==> config.mk <==
export PLATFORM = sky130hd
export DESIGN_NAME = fetch_stage
export DESIGN_NICKNAME = d
export VERILOG_FILES = /design/src/rtl/fetch_stage.sv
export SDC_FILE = /design/constraint.sdc
export NUM_CORES = 1
export LEC_CHECK = 0
export ABC_AREA = 1
export BUFFER_PORTS_ARGS = -buffer_cell sky130_fd_sc_hd__buf_4
export CORE_UTILIZATION = 40
export DETAILED_ROUTE_END_ITERATION = 12
export PLACE_DENSITY = 0.66
export SKIP_CTS_REPAIR_TIMING = 1
export SYNTH_ARGS = -nofsm -noshare
export SYNTH_HDL_FRONTEND = slang
export SYNTH_SLANG_ARGS = --single-unit
export TNS_END_PERCENT = 50
==> constraint.sdc <==
create_clock -name clk -period 1.7 [get_ports clk]
set_input_delay 0 -clock clk [delete_from_list [all_inputs] [get_ports clk]]
set_output_delay 0 -clock clk [all_outputs]
set_load 0.02 [all_outputs]
==> src/rtl/fetch_stage.sv <==
`default_nettype none
// ============================================================================
// Module   : fetch_stage
// Purpose  : Instruction fetch with PC ownership, imem req/ack handshake,
//            single-entry hold buffer, redirect/flush and IF/ID register.
// Revision : 1.0 - initial release
// ============================================================================
module fetch_stage #(
  parameter logic [31:0] RESET_PC = 32'h0000_0000,
  parameter logic [31:0] NOP_INST = 32'h0000_0000
) (
  input  logic        clk,
  input  logic        rst,
  input  logic        stall,
  input  logic        redirect,
  input  logic [31:0] redirectPc,
  output logic        imemReq,
  output logic [31:0] imemAddr,
  input  logic        imemAck,
  input  logic [31:0] imemData,
  output logic [31:0] inst,
  output logic [31:0] pcOut,
  output logic [31:0] pcPlus4,
  output logic        instValid
);

  typedef enum logic [1:0] {
    S_IDLE  = 2'b00,
    S_REQ   = 2'b01,
    S_DRAIN = 2'b10,
    S_HOLD  = 2'b11
  } state_t;

  localparam logic [31:0] C_WORD_MASK = 32'hFFFF_FFFC;
  localparam logic [31:0] C_STEP      = 32'd4;

  state_t      state_q, state_d;
  logic [31:0] pc_q, pc_d;
  logic [31:0] target_q, target_d;
  logic [31:0] buf_inst_q, buf_inst_d;
  logic [31:0] buf_pc_q, buf_pc_d;
  logic [31:0] inst_q, inst_d;
  logic [31:0] pc_out_q, pc_out_d;
  logic [31:0] pc_plus4_q, pc_plus4_d;
  logic        inst_valid_q, inst_valid_d;
  logic        imem_req_q, imem_req_d;

  logic [31:0] redirect_pc_w;
  logic [31:0] pc_next_w;
  logic        ack_w;

  // Low address bits of the redirect target are dropped to stay word aligned.
  assign redirect_pc_w = redirectPc & C_WORD_MASK;
  assign pc_next_w     = pc_q + C_STEP;
  // An ack only counts while a request is actually outstanding.
  assign ack_w         = imem_req_q & imemAck;

  // Next-state, PC, hold buffer and IF/ID computation.
  always_comb begin
    state_d      = state_q;
    pc_d         = pc_q;
    target_d     = target_q;
    buf_inst_d   = buf_inst_q;
    buf_pc_d     = buf_pc_q;
    inst_d       = inst_q;
    pc_out_d     = pc_out_q;
    pc_plus4_d   = pc_plus4_q;
    inst_valid_d = inst_valid_q;

    // Decode consuming with nothing new arriving leaves a bubble.
    if (!stall) begin
      inst_valid_d = 1'b0;
      inst_d       = NOP_INST;
    end

    case (state_q)
      S_IDLE: begin
        if (redirect) begin
          pc_d = redirect_pc_w;
        end
        state_d = S_REQ;
      end

      S_REQ: begin
        if (redirect) begin
          if (ack_w) begin
            pc_d    = redirect_pc_w;
            state_d = S_REQ;
          end else begin
            // Request must complete at the old address before retargeting.
            target_d = redirect_pc_w;
            state_d  = S_DRAIN;
          end
        end else if (ack_w) begin
          pc_d = pc_next_w;
          if (!stall) begin
            inst_d       = imemData;
            pc_out_d     = pc_q;
            pc_plus4_d   = pc_next_w;
            inst_valid_d = 1'b1;
            state_d      = S_REQ;
          end else begin
            buf_inst_d = imemData;
            buf_pc_d   = pc_q;
            state_d    = S_HOLD;
          end
        end
      end

      S_DRAIN: begin
        if (redirect) begin
          target_d = redirect_pc_w;
        end
        if (ack_w) begin
          // Newest redirect target wins even when it lands with the ack.
          pc_d    = redirect ? redirect_pc_w : target_q;
          state_d = S_REQ;
        end
      end

      S_HOLD: begin
        if (redirect) begin
          pc_d    = redirect_pc_w;
          state_d = S_REQ;
        end else if (!stall) begin
          inst_d       = buf_inst_q;
          pc_out_d     = buf_pc_q;
          pc_plus4_d   = buf_pc_q + C_STEP;
          inst_valid_d = 1'b1;
          state_d      = S_REQ;
        end
      end

      default: begin
        state_d = S_IDLE;
      end
    endcase

    // Flush overrides both delivery and stall.
    if (redirect) begin
      inst_valid_d = 1'b0;
      inst_d       = NOP_INST;
    end

    imem_req_d = (state_d == S_REQ) || (state_d == S_DRAIN);
  end

  // State and output registers with synchronous reset.
  always_ff @(posedge clk) begin
    if (rst) begin
      state_q      <= S_IDLE;
      pc_q         <= RESET_PC;
      target_q     <= 32'h0;
      buf_inst_q   <= 32'h0;
      buf_pc_q     <= 32'h0;
      inst_q       <= NOP_INST;
      pc_out_q     <= 32'h0;
      pc_plus4_q   <= 32'h0;
      inst_valid_q <= 1'b0;
      imem_req_q   <= 1'b0;
    end else begin
      state_q      <= state_d;
      pc_q         <= pc_d;
      target_q     <= target_d;
      buf_inst_q   <= buf_inst_d;
      buf_pc_q     <= buf_pc_d;
      inst_q       <= inst_d;
      pc_out_q     <= pc_out_d;
      pc_plus4_q   <= pc_plus4_d;
      inst_valid_q <= inst_valid_d;
      imem_req_q   <= imem_req_d;
    end
  end

  assign imemReq   = imem_req_q;
  assign imemAddr  = pc_q & C_WORD_MASK;
  assign inst      = inst_q;
  assign pcOut     = pc_out_q;
  assign pcPlus4   = pc_plus4_q;
  assign instValid = inst_valid_q;

endmodule
`default_nettype wire

==> run_results.csv <==
group,metric,value,unit
sta,worst_clock_skew,0.0150,ns
sta,setup_viol,6,
floorplanning,core.rowCount,61,
synth,syn_area_per_cell,6.63,um2
synth,share_of_synthesized_cell_area_in_full_adder_half_adder_and_majority_cells,0.653,%
hold_path,timing.hold.worst.start,"redirect",
finish,antenna_cells_inserted,0,
power_and_ir_drop,power.static_leakage,6.89,nW
detailed_routing,routed_wirelength,40000,um
worst_setup_path,timing.critical_path.slowest_stage_cell,"dfxtp_2",
hold_path,hold_path_end,"pc_q[16]$_SDFFE_PP0P_",
grt,vias_in_the_first_global_route,10900,
placement,numPlacedInstances,2308,
synth,yosysUniqueCellTypes,41,
finish,finalNetCount,2113,
detailed_routing,drt_first_iter_violations,1278,
detailed_routing,routedWlPerCell,16.4,um
sta,whs,-0.00829,ns
clock_tree,clk_pin_slew,0.06,ns
grt,grt.overflow.total,0,
clock_tree,clk-insertion-delay-late,0.55,ns
power_and_ir_drop,vdd_drop_max,0.613,mV
clock_tree,clock_sinks,226,
floorplanning,fp.dieH,172,um
placement,post_dp_hpwl,25900,um
worst_setup_path,cp.arrival,2.17,ns
worst_setup_path,crit_path_max_incr_delay,0.33,ns
grt,grtUsageTotal,24.8,%
synth,ys_seq_area_share,39.3,%
grt,grt_antenna_before_repair,0,
placement,io_buffers,194,
worst_setup_path,sort_of_element_at_the_end_of_the_critical_path,"register",
clock_tree,tritoncts,"yes",
detailed_routing,avgViaCountPerCell,5.30,
synth,area_of_the_mapped_netlist,0.0115,mm2
clock_tree,numCtsBuffers,27,
synth,synth_xor_area_share,1.51,%
clock_tree,clock_tree.buffer_depth,3,
synth,synth.mux.area_fraction,0,%
job,drv.max_cap_violation_count,0,
worst_setup_path,worst_reg2reg_path_endpoint,"pcPlus4[24]$_SDFFE_PP0P_",
sta,period_minus_slack,1.75,ns
worst_setup_path,criticalPathCategory,"register to register",
worst_setup_path,timing.reg2reg.worst_path_depth,13,
sta,finalHoldViolations,1,
synth,synthCells,1736,
hold_path,timing.hold.worst.class,"input port to register",
detailed_routing,remaining_drc_errors,0,
finish,fill_cells,2560,
worst_setup_path,register_to_register_setup_slack,-0.05,ns
floorplanning,core_region_area,0.0280,mm2
worst_setup_path,timing.critical_path.cells,"ha_2 > nand2_1 > nor2_2 > nand2_4 > nor2_4 > buf_12 > nand2_1 > nand2_1 > nand2_2 > nand2_2 > nand2_1 > nor2_1 > nor2_1",
sta,setup_ws,-0.0455,ns
floorplanning,total_i_o_pin_count,199,
clock_tree,cts.root.buffer_cell,"clkbuf_16",
grt,first_pass_grt_wire_length,58600,um
worst_setup_path,crit_path_start_kind,"register",
synth,post_synth_and_or_nand_nor_area_fraction,27.9,%
synth,synthesis.yosys.warnings,0,
floorplanning,initial_core_util,41.1,%
floorplanning,die-width,172,um
finish,syn2layout_area_growth,41.7,%
hold_path,number_of_cells_on_the_worst_hold_path,4,
synth,flip_flop_and_latch_count_after_synthesis,226,
run_status,failed_checks,"negative hold slack, negative setup slack",
finish,drive_gt1_share,25.8,%
worst_setup_path,path_common_cell,"nand2_1",
power_and_ir_drop,pwr_density_cell,948,mW/mm2
sta,finalCritPeriodShare,103,%
sta,rsz_0062_raised_after_global_routing,"true",
run_status,status,"finished, violations left",
grt,grt_max_degree,71,
finish,final_cell_count_no_fill,2437,
sta,max_clock_freq,573,MHz
sta,final-max-slew-violation-count,0,
synth,synth_top_family_by_area,"simple AND/OR/NAND/NOR gates",
clock_tree,htree_levels,1,
worst_setup_path,rr_startpoint,"pc_q[2]$_SDFFE_PP0P_",
synth,post_synthesis_compound_gate_area_fraction,22.9,%
detailed_routing,vias,12900,
floorplanning,die_footprint,0.0294,mm2
worst_setup_path,path_max_fanout,8,
detailed_routing,drt_pre_antenna_iters,5,
detailed_routing,antenna_violating_nets_left,0,
placement,place.gp.congestion,0.949,
worst_setup_path,critical_path_required,2.13,ns
[cell families after synthesis]
kind of cell / Yosys count
AND/OR/NAND/NOR: 781
AO/OA/AOI/OAI: 502
flip-flops: 226
buffers and inverters: 201
XOR/XNOR: 19
adder cells (fa/ha/maj): 6
other: 1
[layout make-up]
cell class | instances | area [um2] | area share [%]
multi-input combinational | 1310 | 6480 | 39.8
sequential | 226 | 4550 | 27.9
clock buffer | 33 | 738 | 4.53
clock inverter | 17 | 229 | 1.40
tap | 378 | 473 | 2.90
timing repair buffer | 390 | 3490 | 21.4
inverter | 83 | 334 | 2.05
[worst max-delay path, delay by kind of cell, from the launching register on]
family | cells | cell delay [ns]
and+or+nand+nor | 11 | 0.98
DFF | 1 | 0.33
adders and majority gates | 1 | 0.17
buffers and inverters | 1 | 0.14
[metal layers]
metal | vias to the layer above | track usage (%) | routed length [um]
met2 | 555 | 35.8 | 17000
met1 | 5926 | 39.1 | 18900
met4 | 0 | 5.05 | 629
li1 | 6369 | - | -
met5 | - | 0 | 0
met3 | 54 | 2.58 | 3410
[power by group]
group	total [W]	internal (W)	switching (W)
sequential	0.00593	0.00565	0.000276
combinational	0.00328	0.00135	0.00193
clock	0.00624	0.00385	0.00239
[sequential cells by signal, summed over array words and instances, names as in the netlist]
register / count
pcOut: 32
imemReq: 1
buf_inst_q: 32
target_q: 32
instValid: 1
inst: 32
pcPlus4: 30
buf_pc_q: 32
pc_q: 32
state_q: 2
[cells in the mapped netlist (all sizes together)]
cell	count	area share (%)
a211oi	4	0.30
a21oi	227	9.9
a22oi	1	0.065
a311oi	1	0.13
a31o	1	0.076
a31oi	59	3.2
a32o	1	0.087
and2	1	0.054
buf	53	2.8
clkbuf	65	2.1
clkinv	1	0.043
conb	1	0.033
dfxtp	226	39
ha	6	0.65
inv	82	2.7
nand2	496	16
nand3	69	3.0
nand3b	4	0.26
nand4	5	0.27
nor2	187	6.7
nor3	11	0.57
nor4	1	0.18
o211ai	7	0.46
o21ai	201	8.7
or2	7	0.38
xnor2	4	0.30
xor2	15	1.2
[worst max path at each step]
stage | to | from | slack (ns)
final | pcPlus4[24]$_SDFFE_PP0P_ | pc_q[2]$_SDFFE_PP0P_ | -0.05
after global routing | pc_q[12]$_SDFFE_PP0P_ | pc_q[2]$_SDFFE_PP0P_ | -0.14
after CTS | buf_pc_q[16]$_SDFFE_PP0P_ | state_q[0]$_SDFF_PP0_ | -0.21
after detailed placement | pcPlus4[2]$_SDFFE_PP0P_ | state_q[0]$_SDFF_PP0_ | -0.14
after global placement | pcPlus4[2]$_SDFFE_PP0P_ | state_q[1]$_SDFF_PP0_ | -0.08
after floorplan | pcPlus4[24]$_SDFFE_PP0P_ | pc_q[2]$_SDFFE_PP0P_ | 0.003
[stage by stage]
stage | cell area [um2] | setup TNS, ns | power [W] | setup WS [ns] | util (%)
2_1_floorplan | 11500 | 0 | 0.00757 | 0.00262 | -
3_3_place_gp | 14000 | -1.90 | 0.00885 | -0.0808 | 49.9
3_5_place_dp | 14000 | -6.88 | 0.00889 | -0.139 | 49.9
4_1_cts | 14900 | -18.57 | 0.0151 | -0.208 | 53.3
5_1_grt | 16300 | -3.91 | 0.0161 | -0.140 | 58.2
6_report | 16300 | -0.109 | 0.0154 | -0.0455 | 58.2
[placed cells by master, fill, tap and decap left out, drive strengths merged, types with 11 or more instances in the layout]
cell type,count
nand2,496
buf,319
a21oi,227
dfxtp,226
o21ai,201
nor2,187
inv,83
nand3,69
dlygate4sd3,63
a31oi,59
clkbuf,41
xor2,15
nor3,11
No activity file was read; power rests on OpenSTA's default activity.
